<file path="src/rtl/mac_array_arbiter_if.sv">
// Requester-side and MAC-array-side signals of the shared MAC array arbiter.
// The slave modport is the arbiter view; the master modport drives requesters and the array.
interface mac_array_arbiter_if #(
  parameter int NUM_REQ         = 3,
  parameter int PARALLEL_FACTOR = 8,
  parameter int DATA_WIDTH      = 8,
  parameter int LEN_WIDTH       = 10
);
  localparam int BW = PARALLEL_FACTOR * DATA_WIDTH;

  logic [NUM_REQ-1:0]           i_req;
  logic [NUM_REQ*LEN_WIDTH-1:0] i_req_len;
  logic [NUM_REQ-1:0]           o_grant;
  logic [NUM_REQ-1:0]           i_beat_valid;
  logic [NUM_REQ-1:0]           o_beat_ready;
  logic [NUM_REQ*BW-1:0]        i_act;
  logic [NUM_REQ*BW-1:0]        i_wgt;
  logic                         o_mac_valid;
  logic                         i_mac_ready;
  logic [BW-1:0]                o_mac_act;
  logic [BW-1:0]                o_mac_wgt;
  logic                         o_mac_first;
  logic                         o_mac_last;
  logic [NUM_REQ-1:0]           o_done;
  logic                         o_busy;

  modport slave (
    input  i_req, i_req_len, i_beat_valid, i_act, i_wgt, i_mac_ready,
    output o_grant, o_beat_ready, o_mac_valid, o_mac_act, o_mac_wgt,
           o_mac_first, o_mac_last, o_done, o_busy
  );

  modport master (
    output i_req, i_req_len, i_beat_valid, i_act, i_wgt, i_mac_ready,
    input  o_grant, o_beat_ready, o_mac_valid, o_mac_act, o_mac_wgt,
           o_mac_first, o_mac_last, o_done, o_busy
  );
endinterface

</file>
<file path="src/rtl/mac_array_arbiter.sv">
// Job-level arbiter sharing one MAC array; MAC_ARB_RR_EN selects round-robin, else highest index wins.
// Latency: grant 1 cycle after request, beats pass through combinationally, 2 dead cycles between jobs.
// Backpressure: i_mac_ready is forwarded only to the granted requester; others see ready low.
module mac_array_arbiter #(
  parameter int NUM_REQ         = 3,
  parameter int PARALLEL_FACTOR = 8,
  parameter int DATA_WIDTH      = 8,
  parameter int LEN_WIDTH       = 10
) (
  input logic             clk,
  input logic             rst_n,
  mac_array_arbiter_if.slave bus
);
  localparam int BW = PARALLEL_FACTOR * DATA_WIDTH;
  localparam int IW = (NUM_REQ > 1) ? $clog2(NUM_REQ) : 1;

  typedef enum logic [1:0] {IDLE, BUSY, RELEASE} state_t;

  state_t               r_state;
  logic [NUM_REQ-1:0]   r_grant;
  logic [NUM_REQ-1:0]   r_done;
  logic [IW-1:0]        r_gidx;
  logic [LEN_WIDTH-1:0] r_len;
  logic [LEN_WIDTH-1:0] r_cnt;
  logic                 r_busy;
`ifdef MAC_ARB_RR_EN
  logic [IW-1:0]        r_ptr;
  int                   w_rr_pos;
`endif

  logic                 w_win_vld;
  logic [IW-1:0]        w_win_idx;
  logic                 w_in_busy;
  logic                 w_zero_len;
  logic                 w_mac_valid;
  logic                 w_accept;
  logic                 w_last_beat;
  logic [BW-1:0]        w_act;
  logic [BW-1:0]        w_wgt;

  always_comb begin
    w_win_vld = |bus.i_req;
    w_win_idx = '0;
`ifdef MAC_ARB_RR_EN
    // Walk from the farthest offset down so the requester nearest the pointer wins.
    w_rr_pos = 0;
    for (int i = NUM_REQ - 1; i >= 0; i--) begin
      w_rr_pos = int'(r_ptr) + i;
      if (w_rr_pos >= NUM_REQ) w_rr_pos = w_rr_pos - NUM_REQ;
      if (bus.i_req[w_rr_pos]) w_win_idx = IW'(w_rr_pos);
    end
`else
    for (int i = 0; i < NUM_REQ; i++) begin
      if (bus.i_req[i]) w_win_idx = IW'(i);
    end
`endif
  end

  always_comb begin
    w_in_busy   = (r_state == BUSY);
    w_zero_len  = (r_len == '0);
    w_act       = bus.i_act[int'(r_gidx)*BW +: BW];
    w_wgt       = bus.i_wgt[int'(r_gidx)*BW +: BW];
    w_mac_valid = w_in_busy && !w_zero_len && bus.i_beat_valid[r_gidx];
    w_accept    = w_mac_valid && bus.i_mac_ready;
    w_last_beat = (r_cnt == r_len - LEN_WIDTH'(1));
  end

  // r_grant is zero outside BUSY, so it doubles as the ready steering mask.
  assign bus.o_beat_ready = r_grant & {NUM_REQ{bus.i_mac_ready}};
  assign bus.o_mac_valid  = w_mac_valid;
  assign bus.o_mac_act    = w_in_busy ? w_act : '0;
  assign bus.o_mac_wgt    = w_in_busy ? w_wgt : '0;
  assign bus.o_mac_first  = w_in_busy && (r_cnt == '0);
  assign bus.o_mac_last   = w_in_busy && w_last_beat;
  assign bus.o_grant      = r_grant;
  assign bus.o_done       = r_done;
  assign bus.o_busy       = r_busy;

  always_ff @(posedge clk) begin
    if (!rst_n) begin
      r_state <= IDLE;
      r_grant <= '0;
      r_done  <= '0;
      r_gidx  <= '0;
      r_len   <= '0;
      r_cnt   <= '0;
      r_busy  <= 1'b0;
`ifdef MAC_ARB_RR_EN
      r_ptr   <= '0;
`endif
    end else begin
      r_done <= '0;
      case (r_state)
        IDLE: begin
          if (w_win_vld) begin
            r_grant <= NUM_REQ'(1) << w_win_idx;
            r_gidx  <= w_win_idx;
            r_len   <= bus.i_req_len[int'(w_win_idx)*LEN_WIDTH +: LEN_WIDTH];
            r_cnt   <= '0;
            r_busy  <= 1'b1;
            r_state <= BUSY;
          end
        end
        BUSY: begin
          // A zero-length job retires after its single BUSY cycle.
          if (w_zero_len || (w_accept && w_last_beat)) begin
            r_done  <= r_grant;
            r_grant <= '0;
            r_state <= RELEASE;
          end else if (w_accept) begin
            r_cnt <= r_cnt + LEN_WIDTH'(1);
          end
        end
        RELEASE: begin
`ifdef MAC_ARB_RR_EN
          r_ptr <= (int'(r_gidx) == NUM_REQ - 1) ? '0 : r_gidx + IW'(1);
`endif
          r_busy  <= 1'b0;
          r_state <= IDLE;
        end
        default: r_state <= IDLE;
      endcase
    end
  end
endmodule

</file>
<file path="src/flat_wrapper.sv">
// flat-port wrapper written by rule: the top's interface ports become plain ports
module mac_array_arbiter_flat 
#(
  parameter int NUM_REQ         = 3,
  parameter int PARALLEL_FACTOR = 8,
  parameter int DATA_WIDTH      = 8,
  parameter int LEN_WIDTH       = 10
)
  (clk, rst_n, bus_i_req, bus_i_req_len, bus_i_beat_valid, bus_i_act, bus_i_wgt, bus_i_mac_ready, bus_o_grant, bus_o_beat_ready, bus_o_mac_valid, bus_o_mac_act, bus_o_mac_wgt, bus_o_mac_first, bus_o_mac_last, bus_o_done, bus_o_busy);
  mac_array_arbiter_if #(.NUM_REQ(NUM_REQ), .PARALLEL_FACTOR(PARALLEL_FACTOR), .DATA_WIDTH(DATA_WIDTH), .LEN_WIDTH(LEN_WIDTH)) bus_i ();
  input logic clk;
  input logic rst_n;
  input wire logic [$bits(bus_i.i_req)-1:0] bus_i_req;
  input wire logic [$bits(bus_i.i_req_len)-1:0] bus_i_req_len;
  input wire logic [$bits(bus_i.i_beat_valid)-1:0] bus_i_beat_valid;
  input wire logic [$bits(bus_i.i_act)-1:0] bus_i_act;
  input wire logic [$bits(bus_i.i_wgt)-1:0] bus_i_wgt;
  input wire logic [$bits(bus_i.i_mac_ready)-1:0] bus_i_mac_ready;
  output wire logic [$bits(bus_i.o_grant)-1:0] bus_o_grant;
  output wire logic [$bits(bus_i.o_beat_ready)-1:0] bus_o_beat_ready;
  output wire logic [$bits(bus_i.o_mac_valid)-1:0] bus_o_mac_valid;
  output wire logic [$bits(bus_i.o_mac_act)-1:0] bus_o_mac_act;
  output wire logic [$bits(bus_i.o_mac_wgt)-1:0] bus_o_mac_wgt;
  output wire logic [$bits(bus_i.o_mac_first)-1:0] bus_o_mac_first;
  output wire logic [$bits(bus_i.o_mac_last)-1:0] bus_o_mac_last;
  output wire logic [$bits(bus_i.o_done)-1:0] bus_o_done;
  output wire logic [$bits(bus_i.o_busy)-1:0] bus_o_busy;
  assign bus_i.i_req = bus_i_req;
  assign bus_i.i_req_len = bus_i_req_len;
  assign bus_i.i_beat_valid = bus_i_beat_valid;
  assign bus_i.i_act = bus_i_act;
  assign bus_i.i_wgt = bus_i_wgt;
  assign bus_i.i_mac_ready = bus_i_mac_ready;
  assign bus_o_grant = bus_i.o_grant;
  assign bus_o_beat_ready = bus_i.o_beat_ready;
  assign bus_o_mac_valid = bus_i.o_mac_valid;
  assign bus_o_mac_act = bus_i.o_mac_act;
  assign bus_o_mac_wgt = bus_i.o_mac_wgt;
  assign bus_o_mac_first = bus_i.o_mac_first;
  assign bus_o_mac_last = bus_i.o_mac_last;
  assign bus_o_done = bus_i.o_done;
  assign bus_o_busy = bus_i.o_busy;
  mac_array_arbiter #(.NUM_REQ(NUM_REQ), .PARALLEL_FACTOR(PARALLEL_FACTOR), .DATA_WIDTH(DATA_WIDTH), .LEN_WIDTH(LEN_WIDTH)) u_core (.clk(clk), .rst_n(rst_n), .bus(bus_i));
endmodule
</file>
<file path="config.mk">
export PLATFORM = sky130hd
export DESIGN_NAME = mac_array_arbiter_flat
export DESIGN_NICKNAME = d
export VERILOG_FILES = /design/src/rtl/mac_array_arbiter_if.sv /design/src/rtl/mac_array_arbiter.sv /design/src/flat_wrapper.sv
export SDC_FILE = /design/constraint.sdc
export NUM_CORES = 1
export LEC_CHECK = 0
export ABC_CLOCK_PERIOD_IN_PS = 3200
export CORE_AREA = 2 2 222 224
export CTS_CLUSTER_DIAMETER = 30
export CTS_CLUSTER_SIZE = 24
export DETAILED_ROUTE_END_ITERATION = 16
export DIE_AREA = 0 0 224 226
export GPL_TIMING_DRIVEN = 0
export SLEW_MARGIN = 20
export SYNTH_ARGS = -nofsm -noshare
export SYNTH_HDL_FRONTEND = slang
export SYNTH_SLANG_ARGS = --single-unit
</file>
<file path="constraint.sdc">
create_clock -name clk -period 3.2 [get_ports clk]
set_clock_uncertainty 0.1 [all_clocks]
set_input_delay 0.64 -clock clk [delete_from_list [all_inputs] [get_ports clk]]
set_output_delay 0.64 -clock clk [all_outputs]
set_load 0.01 [all_outputs]
</file>
Word-level counts from Yosys, hierarchy flattened
Index checks and enable logic that the tools add are counted.
{ "classes": {"add_sub_neg": 2, "multipliers": 1, "order_cmp": 1, "eq_ne": 7, "n_shift": 4, "muxes": 18, "bitwise": 1, "n_reduce_logical": 20} }
{ "ops": {"columns": ["cell", "n"], "rows": [
  ["$shiftx A192 B9 Y64", 2],
  ["$mux W64", 2],
  ["$shiftx A30 B32 Y10", 1],
  ["$mux W10", 3],
  ["$logic_not A10 Y1", 2],
  ["$pmux W10 S2", 1],
  ["$add A10 B1 Y10 const B", 1],
  ["$eq A10 B10 Y1", 1],
  ["$sub A10 B1 Y10 const B", 1],
  ["$logic_and A1 B1 Y1", 6],
  ["$mux W2", 3],
  ["$mux W3", 2],
  ["$ne A2 B2 Y1 const B", 3],
  ["$pmux W3 S2", 1],
  ["$reduce_and A2 Y1", 3],
  ["$reduce_and A3 Y1", 2],
  ["$mul A2 B3 Y5 const B", 1],
  ["$pmux W2 S2", 1],
  ["$reduce_and A4 Y1", 1],
  ["$reduce_bool A2 Y1", 2],
  ["$and A3 B3 Y3", 1],
  ["$lt A2 B3 Y1 const B", 1],
  ["$mux W1", 3],
  ["$reduce_or A3 Y1", 1],
  ["9 further kinds", 9]
]} }
{ "totals": {"ff_bits": 31, "elab_cells": 61} }

Depth between registers and ports, before layout
{ "depth": {"ltp_word": 9, "ltp_mapped": 10, "ltp_nobuf": 9} }

Worst setup path before layout
Ideal clock, no wire load.
{ "synth_timing": {"path_kind": "flip-flop to output port", "from": "register u_core.r_gidx[0]", "to": "output bus_o_mac_act[54]", "t_arrival_ns": 1.850, "t_required_ns": 2.460, "path_slack_ns": 0.610, "path_stages_with_launch": 8, "cell_sequence": "dfxtp_1 > clkbuf_1 > buf_1 > buf_1 > mux2i_1 > nor2_1 > a21oi_1 > nor2_1"} }
{ "synth_via": {"elab_chain_cells": 2} }
{ "synth_lines": {"columns": ["item", "line_no", "source"], "rows": [
  ["start, declared", "mac_array_arbiter.sv:22", "logic [IW-1:0] r_gidx;"],
  ["start signal, assigned", "mac_array_arbiter.sv:98", "r_gidx <= w_win_idx;"],
  ["$shiftx A192 B9 Y64", "mac_array_arbiter.sv:62", "w_act = bus.i_act[int'(r_gidx)*BW +: BW];"],
  ["$mux W64", "mac_array_arbiter.sv:72", "assign bus.o_mac_act = w_in_busy ? w_act : '0;"],
  ["end, declared", "flat_wrapper.sv:22", "output wire logic [$bits(bus_i.o_mac_act)-1:0] bus_o_mac_act;"]
]} }
Every way passes these cells.

Final worst setup path
{ "layout_timing": {"from": "register u_core.r_len[1]", "to": "output bus_o_mac_last"} }
{ "layout_via": {"elab_chain_cells": 3} }
{ "layout_lines": {"columns": ["item", "line_no", "source"], "rows": [
  ["start, declared", "mac_array_arbiter.sv:23", "logic [LEN_WIDTH-1:0] r_len;"],
  ["start signal, assigned", "mac_array_arbiter.sv:99", "r_len <= bus.i_req_len[int'(w_win_idx)*LEN_WIDTH +: LEN_WIDTH];"],
  ["$sub A10 B1 Y10", "mac_array_arbiter.sv:66", "w_last_beat = (r_cnt == r_len - LEN_WIDTH'(1));"],
  ["$eq A10 B10 Y1", "mac_array_arbiter.sv:66", null],
  ["$logic_and A1 B1 Y1", "mac_array_arbiter.sv:75", "assign bus.o_mac_last = w_in_busy && w_last_beat;"],
  ["end, declared", "flat_wrapper.sv:25", "output wire logic [$bits(bus_i.o_mac_last)-1:0] bus_o_mac_last;"]
]} }
Every way passes these cells.

==> impl_metrics.env <==
export IMPL_synth_main_ff_cell="dfxtp_1"
export IMPL_slew_headroom_pct=48.10
export IMPL_grt_ovfl_total=0
export IMPL_clock_path_buffers=2
export IMPL_synth_cell_types=46
export IMPL_fillCellCount=5362
export IMPL_ys_ff_latch=31
export IMPL_setup_tns_ps=0
export IMPL_ant_nets=0
export IMPL_p_total_mw=3.254
export IMPL_drc=0
export IMPL_vdd_drop_max_mv=0.2228
export IMPL_synth_simple_area_share_pct=31.09
export IMPL_p_switching_mw=1.265
export IMPL_finalSetupViolCount=0
export IMPL_busiest_layer="met2"
export IMPL_synth_adder_area_share_pct=0.9869
export IMPL_post_route_cells_drive_above_1_share_pct=5.388
export IMPL_max_cap_violations=0
export IMPL_yosysSeqAreaShare_pct=12.24
export IMPL_clock_latency_ps=280
export IMPL_hpwlAfterDp_um=34470
export IMPL_min_period_ps=3079
export IMPL_netlist_instances=824
export IMPL_cp_arrival_ps=2340
export IMPL_yosys_warnings=0
export IMPL_pwr_share_seq_pct=13.7
export IMPL_cts_root_buf="clkbuf_16"
export IMPL_fin_crit_sh_pct=96.22
export IMPL_clkSinkCount=31
export IMPL_critPathKind="flip-flop to output port"
export IMPL_gp_congestion=0.8890
export IMPL_via_count=8180
export IMPL_hold_ws_ps=415.8
export IMPL_grtUsageMet2_pct=24.99
export IMPL_place_area_sq_mm=0.01147
export IMPL_final_max_slew_viol_count=0
export IMPL_grt_pass1_wl_um=53560
export IMPL_synth_top_family_by_area="simple AND/OR/NAND/NOR gates"
export IMPL_viasPerCell=4.050
export IMPL_p_per_area_mw_per_mm2=274.8
export IMPL_cp_start_kind="flip-flop"
export IMPL_core_area_sq_mm=0.04834
export IMPL_use_met1_pct=16.90
export IMPL_start_util_pct=10.49
export IMPL_antenna_found_initial=13
export IMPL_cp_end_kind="output port"
export IMPL_syn_nets=1251
export IMPL_synthMuxAreaShare_pct=27.86
export IMPL_grt_pass1_vias=8100
export IMPL_swShare_pct=38.88
export IMPL_final_nets=1818
export IMPL_wire_per_inst_um=19.51
export IMPL_finalHoldViolations=0
export IMPL_dieWidth_um=224
export IMPL_die_height_um=226
export IMPL_fin_ws_ps=121.0
export IMPL_ios=564
export IMPL_max_freq_mhz=324.8
export IMPL_dr_pass1_iters=5
export IMPL_final_util_pct=24.49
export IMPL_cp_required_ps=2460
export IMPL_grt_setup_unrepaired="true"
export IMPL_drt_iter0_drc=480
export IMPL_wirelength_um=39420
export IMPL_die_area_sq_mm=0.05062
export IMPL_grt_max_degree=20
export IMPL_synth_xor_area_share_pct=1.727
export IMPL_syn_avg_cell_area_sq_um=6.154
export IMPL_min_path_type="flip-flop to flip-flop"
export IMPL_synth_compound_area_share_pct=19.64
export IMPL_cts_clk_slew_worst_paths_ps=50
export IMPL_preCtsSetupSlack_ps=-686.1
export IMPL_syn_to_final_growth_pct=133.5
export IMPL_design_area_sq_mm=0.01184
export IMPL_path_max_fanout=5
export IMPL_fin_cells=2020
export IMPL_fp_row_count=81
export IMPL_met3_usage_pct=4.281
export IMPL_async_flop_share_pct=0
export IMPL_dp_cells=2007
export IMPL_p_leak_nw=4.307
export IMPL_outcome="finished, final reports clean"
export IMPL_cts_tree="built"
export IMPL_worstMarginPinSlew_ps=778.4
export IMPL_port_buffers=561
export IMPL_track_usage_pct=14.41
export IMPL_cts_made_buffers=5
export IMPL_combPwrFrac_pct=69.1
export IMPL_syn_area_sq_mm=0.005071
export IMPL_clkPwrFrac_pct=17.2
export IMPL_htree_levels=2
export IMPL_synth_edf_count=0
export IMPL_internal_power_mw=1.989
-- flip-flops by register name (all words and copies together), names as in the netlist --
name / cells
u_core.r_state: 2
u_core.r_cnt: 10
u_core.bus.o_done: 3
u_core.r_gidx: 2
u_core.bus.o_busy: 1
u_core.r_len: 10
u_core.bus.o_grant: 3
-- power groups by stage --
| stage | Combinational [mW] | Clock, mW | Sequential (mW) |
|---|---|---|---|
| CTS | 2.26 | 0.569 | 0.445 |
| floorplan | 0.911 | 0 | 0.444 |
| global route | 2.43 | 0.584 | 0.451 |
| global placement | 2.21 | 0 | 0.450 |
| detailed placement | 2.23 | 0 | 0.451 |
| finish | 2.25 | 0.560 | 0.446 |
-- routing by layer --
metal / share of wire (%) / up-vias
met5: 0.21 / -
met3: 8.3 / 54
met2: 48 / 383
met4: 3.5 / 12
met1: 40 / 3771
li1: - / 3960
-- path summary, 6_finish.rpt --
check | startpoint | endpoint | slack (ps) | cells after the start
worst min register to register | u_core.bus.o_busy$_SDFFE_PN0P_ | u_core.bus.o_busy$_SDFFE_PN0P_ | 420 | 2
worst max-delay path | u_core.r_len[1]$_SDFFE_PN0P_ | bus_o_mac_last | 120 | 8
worst min-delay path | u_core.bus.o_busy$_SDFFE_PN0P_ | u_core.bus.o_busy$_SDFFE_PN0P_ | 420 | 2
worst max register to register | u_core.r_len[6]$_SDFFE_PN0P_ | u_core.r_cnt[9]$_SDFFE_PN0P_ | 370 | 10
-- area by class of cell --
class / instances / area (sq um) / area share, %
Multi-Input combinational cell: 710 / 4173 / 35.24
Inverter: 7 / 26.28 / 0.2219
Tap cell: 622 / 778.2 / 6.572
Clock buffer: 6 / 138.9 / 1.173
Timing Repair Buffer: 562 / 5619 / 47.45
Antenna cell: 6 / 15.01 / 0.1268
Sequential cell: 31 / 621.8 / 5.251
Buffer: 74 / 434.2 / 3.667
Clock inverter: 2 / 35.03 / 0.2959
-- synth_stat cells, types with 7 or more instances --
cell type	number	area, sq um
a21oi_1	149	745.7
and2_1	14	87.58
buf_1	18	67.56
clkbuf_1	55	206.5
dfxtp_1	31	620.6
inv_1	7	26.28
mux2i_1	140	1401
nand2_1	21	78.83
nand3_1	8	40.04
nand4_1	7	43.79
nor2_1	274	1028
o21ai_0	18	90.09
or3_1	9	56.30
-- timing repair --
item	in CTS	in global routing
buffers inserted	1	0
pin swaps	1	1
endpoints found under the setup margin	129	102
hold buffers	0	0
resized for setup	80	41
-- critical path: stages (launching register included) --
cell	delay, ps
dfxtp_1	330
inv_1	110
ha_4	170
nand2_1	60
mux2_2	280
a211o_1	330
a211oi_4	290
and3_1	200
dlygate4sd2_1	280
-- layout by cell type (no fill, tap or decap), drive strengths merged, types with 2 or more instances in the layout --
cell type / count
a21boi: 7
xor2: 6
dfxtp: 31
ha: 4
or3: 10
a31oi: 2
a21oi: 149
inv: 7
nor4: 4
nand2: 21
nand3b: 2
buf: 21
nor2: 274
and3: 6
o21ai: 18
a2bb2oi: 2
diode: 6
mux2i: 140
clkbuf: 59
clkdlybuf4s50: 552
nand3: 8
xnor2: 4
and2: 15
nand2b: 2
nand4: 7
nand4b: 2
dlymetal6s2s: 2
nor2b: 6
dlygate4sd2: 7
nor3: 6
-- cell families after synthesis --
group                      Yosys count
AOI/OAI and AO/OA                  186
xor gates and xnor gates            10
adders and majority gates            4
buffers and inverters               83
DFF                                 31
muxes                              141
and+or+nand+nor                    369
No activity file was read; power rests on OpenSTA's default activity.
